[src/rtl/axi_rdata_router.sv]
// AXI read-data return path: round-robin slave R channels onto broadcast master R channels.
// Optional RDATA_REG_SLICE_EN inserts a 2-entry skid buffer in front of the master outputs.
module axi_rdata_router #(
  parameter int NUM_SLAVES  = 6,
  parameter int NUM_MASTERS = 3,
  parameter int ID_BITS     = 4,
  parameter int DATA_BITS   = 32,
  parameter int CNT_BITS    = 16
) (
  input  logic                                          clk,
  input  logic                                          rst,
  input  logic [NUM_SLAVES*(ID_BITS+NUM_MASTERS)-1:0]   RID_S,
  input  logic [NUM_SLAVES*DATA_BITS-1:0]               RDATA_S,
  input  logic [NUM_SLAVES*2-1:0]                       RRESP_S,
  input  logic [NUM_SLAVES-1:0]                         RLAST_S,
  input  logic [NUM_SLAVES-1:0]                         RVALID_S,
  output logic [NUM_SLAVES-1:0]                         RREADY_S,
  output logic [ID_BITS-1:0]                            RID_M,
  output logic [DATA_BITS-1:0]                          RDATA_M,
  output logic [1:0]                                    RRESP_M,
  output logic                                          RLAST_M,
  output logic [NUM_MASTERS-1:0]                        RVALID_M,
  input  logic [NUM_MASTERS-1:0]                        RREADY_M,
  output logic [NUM_SLAVES-1:0]                         grant,
  output logic [CNT_BITS-1:0]                           drop_count
);

  // state  | meaning
  // IDLE   | no burst in progress; arbitrate among RVALID_S each cycle
  // LOCKED | burst in progress; grant held on lock_q until its RLAST handshake

  localparam int IDS_BITS = ID_BITS + NUM_MASTERS;
  localparam int SW = $clog2(NUM_SLAVES);
  localparam int MW = (NUM_MASTERS > 1) ? $clog2(NUM_MASTERS) : 1;
  localparam logic [SW:0] NS = (SW+1)'(NUM_SLAVES);

  typedef enum logic {IDLE, LOCKED} state_t;

  state_t              state_q;
  logic [SW-1:0]       lock_q;
  logic [SW-1:0]       ptr_q;
  logic [CNT_BITS-1:0] drop_q;

  logic                   arb_found;
  logic [SW-1:0]          arb_idx;
  logic [SW:0]            arb_j;
  logic                   active;
  logic [SW-1:0]          sel;
  logic [IDS_BITS-1:0]    sel_id;
  logic [DATA_BITS-1:0]   sel_data;
  logic [1:0]             sel_resp;
  logic                   sel_last;
  logic                   sel_valid;
  logic [NUM_MASTERS-1:0] mst;
  logic                   mst_ok;
  logic [MW-1:0]          mst_idx;
  logic                   up_ready;
  logic                   take;
  logic                   hs;
  logic                   route_hs;
  logic                   drop_hs;

  // first requester at or after the pointer, wrapping
  always_comb begin
    arb_found = 1'b0;
    arb_idx   = '0;
    arb_j     = '0;
    for (int i = 0; i < NUM_SLAVES; i++) begin
      arb_j = {1'b0, ptr_q} + (SW+1)'(i);
      if (arb_j >= NS) arb_j = arb_j - NS;
      if (!arb_found && RVALID_S[arb_j[SW-1:0]]) begin
        arb_found = 1'b1;
        arb_idx   = arb_j[SW-1:0];
      end
    end
  end

  assign active    = !rst && ((state_q == LOCKED) || arb_found);
  assign sel       = (state_q == LOCKED) ? lock_q : arb_idx;
  assign sel_id    = RID_S[sel*IDS_BITS +: IDS_BITS];
  assign sel_data  = RDATA_S[sel*DATA_BITS +: DATA_BITS];
  assign sel_resp  = RRESP_S[sel*2 +: 2];
  assign sel_last  = RLAST_S[sel];
  assign sel_valid = active && RVALID_S[sel];
  assign mst       = sel_id[IDS_BITS-1:ID_BITS];
  assign mst_ok    = $onehot(mst);

  always_comb begin
    mst_idx = '0;
    for (int m = 0; m < NUM_MASTERS; m++)
      if (mst[m]) mst_idx = MW'(m);
  end

  // mis-addressed beats are always accepted so the slave can drain
  assign take     = mst_ok ? (sel_valid && up_ready) : active;
  assign hs       = take && sel_valid;
  assign route_hs = hs && mst_ok;
  assign drop_hs  = hs && !mst_ok;

  always_comb begin
    RREADY_S = '0;
    grant    = '0;
    for (int s = 0; s < NUM_SLAVES; s++) begin
      RREADY_S[s] = take && (sel == SW'(s));
      grant[s]    = active && (sel == SW'(s));
    end
  end

  always_ff @(posedge clk or posedge rst) begin
    if (rst) begin
      state_q <= IDLE;
      lock_q  <= '0;
      ptr_q   <= '0;
      drop_q  <= '0;
    end else begin
      if (hs && sel_last) begin
        state_q <= IDLE;
        ptr_q   <= (sel == SW'(NUM_SLAVES-1)) ? '0 : sel + 1'b1;
      end else if (active) begin
        state_q <= LOCKED;
        lock_q  <= sel;
      end
      if (drop_hs && (drop_q != '1)) drop_q <= drop_q + 1'b1;
    end
  end

  assign drop_count = drop_q;

`ifdef RDATA_REG_SLICE_EN
  logic [ID_BITS-1:0]   b_id   [2];
  logic [DATA_BITS-1:0] b_data [2];
  logic [1:0]           b_resp [2];
  logic                 b_last [2];
  logic [MW-1:0]        b_mst  [2];
  logic                 wr_q;
  logic                 rd_q;
  logic [1:0]           cnt_q;
  logic                 pop;

  assign up_ready = (cnt_q != 2'd2);
  assign pop      = (cnt_q != 2'd0) && RREADY_M[b_mst[rd_q]];

  always_ff @(posedge clk or posedge rst) begin
    if (rst) begin
      wr_q  <= 1'b0;
      rd_q  <= 1'b0;
      cnt_q <= 2'd0;
    end else begin
      if (route_hs) wr_q <= ~wr_q;
      if (pop) rd_q <= ~rd_q;
      cnt_q <= cnt_q + {1'b0, route_hs} - {1'b0, pop};
    end
  end

  always_ff @(posedge clk) begin
    if (route_hs) begin
      b_id[wr_q]   <= sel_id[ID_BITS-1:0];
      b_data[wr_q] <= sel_data;
      b_resp[wr_q] <= sel_resp;
      b_last[wr_q] <= sel_last;
      b_mst[wr_q]  <= mst_idx;
    end
  end

  always_comb begin
    RVALID_M = '0;
    RID_M    = '0;
    RDATA_M  = '0;
    RRESP_M  = '0;
    RLAST_M  = 1'b0;
    if (cnt_q != 2'd0) begin
      RVALID_M[b_mst[rd_q]] = 1'b1;
      RID_M   = b_id[rd_q];
      RDATA_M = b_data[rd_q];
      RRESP_M = b_resp[rd_q];
      RLAST_M = b_last[rd_q];
    end
  end
`else
  assign up_ready = RREADY_M[mst_idx];

  always_comb begin
    RVALID_M = '0;
    RID_M    = '0;
    RDATA_M  = '0;
    RRESP_M  = '0;
    RLAST_M  = 1'b0;
    if (sel_valid && mst_ok) RVALID_M = mst;
    if (active) begin
      RID_M   = sel_id[ID_BITS-1:0];
      RDATA_M = sel_data;
      RRESP_M = sel_resp;
      RLAST_M = sel_last;
    end
  end
`endif

endmodule

[config.mk]
export PLATFORM = sky130hd
export DESIGN_NAME = axi_rdata_router
export DESIGN_NICKNAME = d
export VERILOG_FILES = /design/src/rtl/axi_rdata_router.sv
export SDC_FILE = /design/constraint.sdc
export NUM_CORES = 1
export LEC_CHECK = 0
export CELL_PAD_IN_SITES_DETAIL_PLACEMENT = 1
export CELL_PAD_IN_SITES_GLOBAL_PLACEMENT = 1
export CORE_ASPECT_RATIO = 0.7
export CORE_MARGIN = 5
export CORE_UTILIZATION = 20
export DETAILED_ROUTE_END_ITERATION = 6
export GPL_TIMING_DRIVEN = 0
export PLACE_DENSITY_LB_ADDON = 0.1
export SLEW_MARGIN = 10
export SYNTH_ARGS = -nofsm -noshare
export SYNTH_HDL_FRONTEND = slang
export SYNTH_SLANG_ARGS = --single-unit
export TNS_END_PERCENT = 50
[constraint.sdc]
create_clock -name clk -period 7.5 [get_ports clk]
set_input_delay 1.5 -clock clk [delete_from_list [all_inputs] [get_ports clk]]
set_output_delay 1.5 -clock clk [all_outputs]
set_load 0.01 [all_outputs]
Word-level counts from Yosys, hierarchy flattened
Index checks and enable logic that the tools add are counted.

Memories: 0. Output and inout bits: 70. Register bits: 23. ROM bits: 0. Logic and storage cells: 129. Bits in latches: 0. Bits in writable memories: 0.

Shift operators: 3. Add/sub/neg operators: 15. Equal/unequal tests: 7. Multiplexer cells: 48. Reductions and logical operators: 36. Divide/modulo/power cells: 0. $lt $le $gt $ge: 14. Bitwise gates (word level): 1. Multiply operators: 1.

Operator list (count): variable part select 192 x 9 -> 32 bit (1); two-way mux 3 bit (15); variable part select 42 x 7 -> 7 bit (1); two-way mux 32 bit (1); less-than comparator 3 x 4 -> 1 bit, second input constant (7); logical AND 1 bit (25); binary-select mux 1 bit (select 3 bit) (8); >= comparator 4 x 3 -> 1 bit, second input constant (5); two-way mux 1 bit (20); subtractor 3 bit, second input constant (6); adder 16 x 1 -> 16 bit, second input constant (1); inequality test 16 bit, second input constant (1); variable part select 12 x 5 -> 2 bit (1); adder 3 x 2 -> 4 bit, second input constant (2); adder 3 x 3 -> 4 bit, second input constant (2); logical NOT 1 bit (7); == test 3 x 2 -> 1 bit, second input constant (2); == test 3 bit, second input constant (2); multiplier 3 x 3 -> 6 bit, second input constant (1); adder 3 x 1 -> 4 bit, second input constant (1); two-way mux 2 bit (2); two-way mux 4 bit (1); adder 3 x 1 -> 3 bit, second input constant (1); == test 3 x 1 -> 1 bit, second input constant (1); other kinds (11) (11).

Depth between registers and ports, before layout
Depth after elaboration: 33. Mapped depth: 25. Gate-level depth less buffers: 20.

Least setup slack after synthesis
No wires, ideal clock.

Path kind: input-to-output. Start point: input port RVALID_S[5]. End point: output port RREADY_S[4]. Cell stages on the path: 17. Buffers on the path: 1. Required time: 6.000 ns. Arrival: 5.913 ns. Path slack: 0.087 ns. Cell sequence: mux4_2 > nand2_1 > or4b_4 > a211oi_4 > and3b_2 > o311a_4 > mux2_2 > or2_2 > a31o_2 > fa_1 > nand2b_1 > nor2_1 > o211ai_1 > nand4b_1 > and2_1 > buf_2 > nor3_1.

Cells in the longest elaborated chain, start to end: 28. Elaborated cells between the ends (all ways): 53. Classes of those cells: 2 x add/sub; 1 x mul; 2 x eq/ne; 1 x shift; 32 x mux; 15 x reduce/logical.

Ends and longest elaborated chain: start, declared (RTL line 16) `input logic [NUM_SLAVES-1:0] RVALID_S,`; binary-select mux 1 bit (select 3 bit) (RTL line 71) `if (!arb_found && RVALID_S[arb_j[SW-1:0]]) begin`; two-way mux 1 bit (implied by the code) (RTL line 71); two-way mux 1 bit (RTL line 71); logical NOT 1 bit (RTL line 71); logical AND 1 bit (RTL line 71); two-way mux 1 bit (RTL line 71); logical NOT 1 bit (RTL line 71); logical AND 1 bit (RTL line 71); (+12 left out); variable part select 42 x 7 -> 7 bit (RTL line 80) `assign sel_id = RID_S[sel*IDS_BITS +: IDS_BITS];`; two-way mux 1 bit (RTL line 91) `if (mst[m]) mst_idx = MW'(m);`; two-way mux 2 bit (RTL line 91); binary-select mux 1 bit (select 2 bit) (RTL line 180) `assign up_ready = RREADY_M[mst_idx];`; two-way mux 1 bit (implied by the code) (RTL line 180); logical AND 1 bit (RTL line 95) `assign take = mst_ok ? (sel_valid && up_ready) : active;`; two-way mux 1 bit (RTL line 95); logical AND 1 bit * (RTL line 104) `RREADY_S[s] = take && (sel == SW'(s));`; end, declared (RTL line 17) `output logic [NUM_SLAVES-1:0] RREADY_S,`.

Mark *: on every way between the ends. The rest lies on a longest branch, timed or not. The select of a mux whose other input is x is not followed.

Worst setup path after layout
Start point: input port RVALID_S[5]. End point: output port RREADY_S[0].

Same word-level chain as after synthesis.

==> flow_summary.yaml <==
floorplanning:
  core_area_um2: 23400
  fp-row-count: 47
  start_util_pct: 20.1
  die_y_um: 138
  die_area_um2: 26800
  chipWidth_um: 193
  ios: 333
drt:
  wl_per_cell_um: 21.2
  drc: 0
  viasPerCell: 4.87
  drt_wl_total_um: 31300
  dr.pass1.iters: 4
  ant_nets: 0
  drtIter0Drc: 368
  vias: 7193
clock_tree:
  cts-hold-fix-buffers: 0
  clock_sinks: 23
  clock_path_buffers: 2
  cts_tree: "yes"
  cts_made_buffers: 3
  h-tree-depth: 1
  clock_latency_ns: 0.26
  cts.root.buffer_cell: "clkbuf_16"
  clkTransAtPathRegs_ns: 0.07
synth:
  ys.flop_type: "dfrtp_1"
  synth.net_count: 1071
  netlist_area_um2: 4710
  synth_warnings: 0
  yosysSeqAreaShare_pct: 12.2
  synth_edf_count: 0
  async_flop_share_pct: 100
  synthCells: 798
  ys_types: 76
  syn_avg_cell_area_um2: 5.91
  synth_seq_cells: 23
sta:
  fin_skew_ns: 0.00401
  relSlewSlack_pct: 33.8
  finalMaxSlewViolations: 0
  finalHoldViolCount: 0
  fin_ws_ns: -0.150
  setup_viol: 6
  holdWs_ns: 0.500
  final.min_clock_period_ns: 7.65
  rsz0062_at_grt: "yes"
  fin_crit_sh_pct: 102
  tightest_slew_ns: 0.992
  fmax_mhz: 131
  fin_setup_tns_ns: -0.592
pwr:
  leakagePower_nw: 3.57
  p_per_area_nw_per_um2: 632
  irDropWorstVdd_v: 0.000234
  total_power_mw: 5.66
outcome:
  violations: "setup timing"
  status: "complete, but fails checks"
global_route:
  grt_antenna_before_repair: 1
  grt_max_degree: 26
  grt_pass1_vias: 7413
  overflow: 0
  grt_usage_pct: 22.3
  grt_pass1_wl_um: 47400
critical_path:
  start_kind: "primary input"
  endpoint_kind: "primary output"
  max_stage_delay_ns: 0.59
  crit_fanout: 7
  critPathKind: "in -> out"
  r2r_slack_ns: 1.13
  crit_chain: "buf_8 > mux4_2 > nand2_1 > or4b_4 > a211oi_4 > buf_6 > and3b_2 > o311a_4 > mux2_4 > or2_4 > a31o_4 > fa_1 > nand2b_4 > nor2_4 > o211ai_1 > nand4b_1 > and2_4 > nor3_2 > buf_4"
  critPathSlowestCell: "fa_1"
  rr_endpoint: "drop_count[14]$_DFFE_PP0P_"
  required_ns: 6.00
  crit_arrival_ns: 6.15
  r2r_start: "ptr_q[0]$_DFFE_PP0P_"
  reg2reg_depth: 25
  worstSetupStartpoint: "RVALID_S[5]"
layout:
  regArea_um2: 576
  multiInputGateArea_um2: 4040
  drive_gt1_share_pct: 9.94
  layout_common_cells: "317 x clkdlybuf4s50_1, 272 x nand2_1, 87 x nand3_1"
  num-nets-final: 1431
  area_growth_pct: 89.9
  fillers: 3014
  final_common_cell: "clkdlybuf4s50_1"
  finish.utilization_pct: 38.2
worst_hold_path:
  hold_path.class: "reg -> reg"
  min_from: "drop_count[12]$_DFFE_PP0P_"
  min_to: "drop_count[12]$_DFFE_PP0P_"
  min_delay_path_depth: 1
place:
  io_buffers: 332
  hpwl_um: 25700
  gp_congestion: 0.844
  pre_cts_ws_ns: -1.95
flow_run:
  maxCapViolCount: 0
## flip-flops by register name, indices dropped and copies added (netlist names)
signal      count
lock_q          3
drop_count     16
ptr_q           3
state_q         1
## cells by family (layout without fill, tap and decap cells)
family	Yosys count	count (layout)	synth area share, %
AO/OA/AOI/OAI	152	152	22.5
multiplexers	28	28	6.72
other	0	1	0
buffers and inverters	73	432	6.40
adder cells (fa/ha/maj)	10	10	2.81
XOR/XNOR	21	21	4.06
AND/OR/NAND/NOR	491	491	45.3
flip-flops	23	23	12.2
## cells in the mapped netlist (all sizes together), types with 4 or more instances
cell type,n,area [um^2]
nand2,272,1020
and3,9,56.3
a21o,4,30.0
a211oi,4,42.5
dfrtp,23,576
xor2,6,60.1
xnor2,15,131
mux2,6,67.6
inv,9,33.8
or3,7,48.8
a21oi,52,260
a32oi,4,35.0
o21ai,9,48.8
a311oi,6,58.8
clkbuf,47,176
nand2b,7,43.8
mux2i,21,226
nor2,67,251
buf,16,87.6
a31oi,42,263
nor3,20,110
ha,9,113
nand3,88,440
## final cells by class
| type | count | share of cell area, % |
|---|---|---|
| Multi-Input combinational cell | 702 | 45.1 |
| Timing Repair Buffer | 356 | 39.1 |
| Sequential cell | 23 | 6.43 |
| Tap cell | 318 | 4.44 |
| Buffer | 62 | 3.38 |
| Clock buffer | 3 | 0.839 |
| Inverter | 10 | 0.517 |
| Clock inverter | 1 | 0.0839 |
| Antenna cell | 1 | 0.0280 |
## power by group
part / total, mW / internal, mW / switching, mW / leakage, nW
registers: 0.211 / 0.165 / 0.0457 / 0.294
logic: 5.32 / 2.11 / 3.21 / 3.24
clock network: 0.123 / 0.0725 / 0.0503 / 0.0371
## worst max-delay path by stage
stage	to	slack, ns	depth (start not counted)
2_1_floorplan	RREADY_S[4]	0.09	17
3_3_place_gp	RREADY_S[1]	-2.00	21
3_5_place_dp	RREADY_S[1]	-1.95	21
4_1_cts	RREADY_S[0]	-0.07	19
5_1_grt	RREADY_S[0]	-0.27	19
6_report	RREADY_S[0]	-0.15	19
## per-layer routing
layer  wire length (um)  vias to the layer above  track usage [%]
met5                  0                        -                0
met4                381                        0             3.05
met3               1910                       20             4.74
met2              14000                      248             35.4
met1              15000                     3425             31.9
li1                   -                     3500                -
## worst max-delay path, delay by kind of cell
family | cells | cell delay, ns
simple gates | 9 | 1.99
mux | 2 | 0.81
buf+inv | 3 | 0.42
compound gates | 4 | 0.81
fa+ha+maj | 1 | 0.59
## timing repair
item                                    4_1_cts  5_1_grt
endpoints found under the setup margin       58       44
pin swaps                                    15       10
gates resized for setup                     116       18
setup buffers                                18        6
endpoints found under the hold margin         0        0
gates cloned                                  0        0
## through the flow
stage,area [um^2],instances
2_1_floorplan,4710,798
3_3_place_gp,8430,1448
3_5_place_dp,8430,1448
4_1_cts,8850,1469
5_1_grt,8950,1476
6_report,8950,1476
No activity file was read; power rests on OpenSTA's default activity.
